**config.mk**
```make
export PLATFORM = sky130hd
export DESIGN_NAME = multicycle_control_unit
export DESIGN_NICKNAME = d
export VERILOG_FILES = /design/src/rtl/multicycle_control_unit.sv
export SDC_FILE = /design/constraint.sdc
export NUM_CORES = 1
export LEC_CHECK = 0
export CAP_MARGIN = 30
export CORE_ASPECT_RATIO = 0.75
export CORE_MARGIN = 3
export CORE_UTILIZATION = 30
export CTS_BUF_LIST = sky130_fd_sc_hd__clkbuf_4 sky130_fd_sc_hd__clkbuf_8 sky130_fd_sc_hd__clkbuf_16
export CTS_CLUSTER_DIAMETER = 80
export DETAILED_ROUTE_END_ITERATION = 10
export DONT_BUFFER_PORTS = 1
export SLEW_MARGIN = 20
export SYNTH_ARGS = -nofsm -noshare
export SYNTH_HDL_FRONTEND = slang
export SYNTH_SLANG_ARGS = --single-unit
export TNS_END_PERCENT = 50
```
**constraint.sdc**
```tcl
create_clock -name clk_i -period 1.5 [get_ports clk_i]
set_input_delay 0.15 -clock clk_i [delete_from_list [all_inputs] [get_ports clk_i]]
set_output_delay 0.15 -clock clk_i [all_outputs]
set_load 0.02 [all_outputs]
```
**src/rtl/multicycle_control_unit.sv**
```systemverilog
// Multi-cycle control sequencer for the 16-bit CPU datapath.
// Walks FETCH/DECODE/EXEC/MEM/WB, stalls on mem_ready, resolves BNE and flags illegal opcodes.
module multicycle_control_unit #(
    parameter int unsigned OPCODE_W = 3,
    parameter int unsigned ALUOP_W  = 2,
    parameter int unsigned CNT_W    = 16
) (
    input  logic                clk_i,
    input  logic                reset_i,
    input  logic [OPCODE_W-1:0] opcode_i,
    input  logic                zero_i,
    input  logic                mem_ready_i,
    output logic                pc_write_o,
    output logic                ir_write_o,
    output logic                reg_dst_o,
    output logic                alu_src_o,
    output logic                mem_to_reg_o,
    output logic [ALUOP_W-1:0]  alu_op_o,
    output logic                mem_read_o,
    output logic                mem_write_o,
    output logic                reg_write_o,
    output logic                illegal_op_o,
    output logic [2:0]          state_o,
    output logic [CNT_W-1:0]    instret_o
);

    typedef enum logic [2:0] {
        StFetch  = 3'd0,
        StDecode = 3'd1,
        StExec   = 3'd2,
        StMem    = 3'd3,
        StWb     = 3'd4
    } state_e;

    localparam logic [2:0] OpR    = 3'b000;
    localparam logic [2:0] OpLw   = 3'b101;
    localparam logic [2:0] OpSw   = 3'b110;
    localparam logic [2:0] OpBne  = 3'b111;

    localparam logic [ALUOP_W-1:0] AluAdd = ALUOP_W'(2'b00);
    localparam logic [ALUOP_W-1:0] AluCmp = ALUOP_W'(2'b01);
    localparam logic [ALUOP_W-1:0] AluR   = ALUOP_W'(2'b10);
    localparam logic [ALUOP_W-1:0] AluImm = ALUOP_W'(2'b11);

    state_e           state_q, state_d;
    logic [2:0]       op_q;
    logic [CNT_W-1:0] instret_q;
    logic             retire;
    logic             opcode_illegal;

    // Any opcode bit above [2] makes the instruction illegal.
    if (OPCODE_W > 3) begin : g_wide_opcode
        assign opcode_illegal = |opcode_i[OPCODE_W-1:3];
    end else begin : g_narrow_opcode
        assign opcode_illegal = 1'b0;
    end

    // Next-state and retire decode.
    always_comb begin
        state_d = state_q;
        retire  = 1'b0;
        case (state_q)
            StFetch: begin
                if (mem_ready_i) state_d = StDecode;
            end
            StDecode: begin
                state_d = opcode_illegal ? StFetch : StExec;
            end
            StExec: begin
                case (op_q)
                    OpLw, OpSw: state_d = StMem;
                    OpBne: begin
                        state_d = StFetch;
                        retire  = 1'b1;
                    end
                    default: state_d = StWb;
                endcase
            end
            StMem: begin
                if (mem_ready_i) begin
                    if (op_q == OpLw) begin
                        state_d = StWb;
                    end else begin
                        state_d = StFetch;
                        retire  = 1'b1;
                    end
                end
            end
            StWb: begin
                state_d = StFetch;
                retire  = 1'b1;
            end
            default: state_d = StFetch;
        endcase
    end

    // Datapath controls from state and latched opcode; all forced low during reset.
    always_comb begin
        pc_write_o   = 1'b0;
        ir_write_o   = 1'b0;
        reg_dst_o    = 1'b0;
        alu_src_o    = 1'b0;
        mem_to_reg_o = 1'b0;
        alu_op_o     = AluAdd;
        mem_read_o   = 1'b0;
        mem_write_o  = 1'b0;
        reg_write_o  = 1'b0;
        illegal_op_o = 1'b0;
        if (!reset_i) begin
            case (state_q)
                StFetch: begin
                    mem_read_o = 1'b1;
                    pc_write_o = mem_ready_i;
                    ir_write_o = mem_ready_i;
                end
                StDecode: illegal_op_o = opcode_illegal;
                StExec: begin
                    case (op_q)
                        OpR:        alu_op_o = AluR;
                        OpLw, OpSw: alu_src_o = 1'b1;
                        OpBne: begin
                            alu_op_o   = AluCmp;
                            pc_write_o = ~zero_i;
                        end
                        default: begin
                            alu_src_o = 1'b1;
                            alu_op_o  = AluImm;
                        end
                    endcase
                end
                StMem: begin
                    mem_read_o  = (op_q == OpLw);
                    mem_write_o = (op_q != OpLw);
                end
                StWb: begin
                    reg_write_o  = 1'b1;
                    reg_dst_o    = (op_q == OpR);
                    mem_to_reg_o = (op_q == OpLw);
                end
                default: ;
            endcase
        end
    end

    // State, latched opcode and retired-instruction counter.
    always_ff @(posedge clk_i) begin
        if (reset_i) begin
            state_q   <= StFetch;
            op_q      <= 3'b000;
            instret_q <= '0;
        end else begin
            state_q <= state_d;
            if (state_q == StDecode) op_q <= opcode_i[2:0];
            if (retire) instret_q <= instret_q + CNT_W'(1);
        end
    end

    assign state_o   = state_q;
    assign instret_o = instret_q;

endmodule

```
==> results by group <==
Outcome
  – Status: complete, but fails checks
  – Failing checks: negative hold slack, negative setup slack

Critical path
  – Crit-path max FO: 4
  – Critical path capture point type: output port
  – Worst Path Required: roughly 1400 ps
  – Crit Path Category: reg -> out
  – Critical Path AT: 1550 ps
  – CP Launch Type: register

GRT
  – Largest net degree at the start of global routing: 31
  – Vias in the first global route: around 1300
  – Initial antenna violation count: 0
  – GR Overflow Total: 0
  – First-pass GRT wire length: a little over 6000 um
  – Total global-route track usage: between 10 and 15%

Pwr
  – Lkg Pwr: around 0.76 nW
  – Peak supply drop: around 0.27 mV
  – Pwr Density: approximately 590 mW/mm^2

Die
  – Die width: about 83 um
  – Io pins: 37
  – Starting Density: about a third
  – Chip height: between 60 and 70 um
  – Rows: 20
  – Core area: ~0.0042 sq mm
  – Die Area: roughly 0.0053 sq mm

Timing
  – Slew Viols, Final: 0
  – Endpoints failing hold: 20
  – Fin crit period: roughly 1700 ps
  – WHS: -56.1 ps
  – Setup TNS: -2880 ps
  – RSZ-0062 raised after global routing: true
  – Final setup vio count: 26
  – Fin crit share: 114%
  – Clock Skew: roughly 3.1 ps
  – FMAX: 587 MHz
  – Min setup slack post-route: -204 ps

Logic synthesis
  – Cell Area, Synth: roughly 0.0013 sq mm
  – Asr flop ratio synth: 0%
  – Most area-consuming cells after synthesis: dfxtp_1, xnor2_1, nor2_1
  – Synth top area share: 32.7%
  – Syn Inst Count: roughly 160
  – Flip-flop and latch count after synthesis: 22
  – Net Count, Synth: between 150 and 200
  – Post-synth EDFFs: 0
  – Top FF cell, synth: dfxtp_1
  – Register area share after synthesis: 32.7%
  – Synth Area per Inst: approximately 8.5 sq um
  – Synth warn: 0
  – Leading area contributor after synthesis: dfxtp_1
  – Synth unique cells: between 40 and 50

Clock network
  – Num CTS Buffers: 3
  – Clk buf depth: 2
  – Clock Tree Root: clkbuf_8
  – Reg clk slew, reported paths: roughly 80 ps
  – Clk Latency, worst-skew pair: between 200 and 300 ps
  – Clk sink count: 22
  – CTS tree: built
  – Depth of the CTS H-tree: 1

Place
  – Placer Congestion: 0.780
  – Detail Placement HPWL: 2610 um
  – Placed instance count: around 250
  – I/O Buffers: 0

Layout
  – Fillers: ~360
  – Share of cells above drive strength 1: about half
  – Final net count: 219
  – Commonest non-fill, non-tap cells in the layout: buf_4, nor2_1, dfxtp_1
  – Commonest non-fill, non-tap cell in the layout: buf_4
  – N_diodes: 0
  – Synthesis-to-finish area growth: 53.9%
  – Area of the multi-input gates: 0.00101 sq mm
  – Register area: approximately 450 sq um
  – Finished Layout Cells: roughly 270

Min path
  – Hold Crit Class: in -> reg

Detailed routing
  – Via count of the routed design: around 1300
  – WL final: 3960 um
  – Pre-antenna DRT Iters: 4
  – Initial DRC count: 70
  – Avg Vias per Cell: 5.00
  – DRT antenna net count: 0
  – Remaining DRCs: 0
  – Routed wire per std cell: between 10 and 15 um

Run
  – Max-cap viol count: 0
[synthesized netlist by cell type, types with 4 or more instances]
cell type and n:
nand4_1 6, buf_6 6, nor3_1 5, nand2_1 11, xnor2_1 14, o21ai_0 4, a21oi_1 11, nand3_1 8
dfxtp_1 22, nor2_1 25
[metrics by stage]
step | utilization [%] | setup WS, ps | total power, mW | hold WS (ps) | instance area, sq um
after floorplan | - | -172 | 0.734 | 297 | 1410
after global placement | 41.3 | -165 | 0.769 | 221 | 1730
after detailed placement | 41.3 | -168 | 0.769 | 221 | 1730
after CTS | 46.1 | -190 | 1.22 | -64.4 | 1930
after global routing | 49.6 | -250 | 1.30 | -76.2 | 2070
final | 49.6 | -204 | 1.23 | -56.1 | 2070
[registers in the layout, summed over array words and instances (netlist names)]
name       cells
op_q           3
state_o        3
instret_o     16
[what timing repair did]
item                                    4_1_cts  5_1_grt
buffers inserted                             10        1
endpoints found under the hold margin        20       20
endpoints found under the setup margin       25       29
pin swaps                                     8       17
gates cloned                                  1        1
gates resized for setup                      19       27
[cell families after synthesis]
family,count (synthesis),synth area share (%)
other cells,1,0.278
mux,4,3.06
fa+ha+maj,1,0.928
xor+xnor,16,10.4
compound gates,26,14.7
buf+inv,14,8.36
flops,22,32.7
simple gates,75,29.6
[layer usage]
metal | share of wire (%) | global-route usage (%) | wire (um) | vias up
li1 | - | - | - | 657
met1 | 50 | 20.2 | 1980 | 641
met2 | 44 | 20.2 | 1740 | 22
met3 | 4.8 | 4.25 | 191 | 5
met4 | 1.3 | 5.51 | 50 | 0
met5 | 0 | 0 | 0 | -
[worst max-delay path, stage by stage, from the launching register on]
cell and delay, ps:
dfxtp_4 370, or3b_4 410, buf_6 140, nor4_4 190, buf_4 180
[final timing paths]
| kind | start | endpoint | slack (ps) | depth (start not counted) |
|---|---|---|---|---|
| max | state_o[2]$_SDFFE_PP0P_ | reg_dst_o | -200 | 4 |
| min | reset_i | op_q[2]$_SDFFE_PP0P_ | -60 | 1 |
| max reg2reg | state_o[0]$_SDFFE_PP0P_ | instret_o[14]$_SDFFE_PP0P_ | -190 | 6 |
| min reg2reg | state_o[2]$_SDFFE_PP0P_ | state_o[0]$_SDFFE_PP0P_ | 580 | 2 |
[where the power goes]
group | internal, mW | switching (mW) | leakage, nW
clock network | 0.234 | 0.193 | 0.0288
logic | 0.101 | 0.104 | 0.546
registers | 0.592 | 0.0104 | 0.182
[final cells by class]
| class | count | share of cell area (%) |
|---|---|---|
| well taps | 55 | 3.32 |
| repair buffers | 59 | 23.2 |
| inverters | 1 | 0.181 |
| flip-flops and latches | 22 | 21.9 |
| clock buffers | 4 | 2.65 |
| multi-input cells | 124 | 48.8 |
Power figures use the tool's default switching activity.
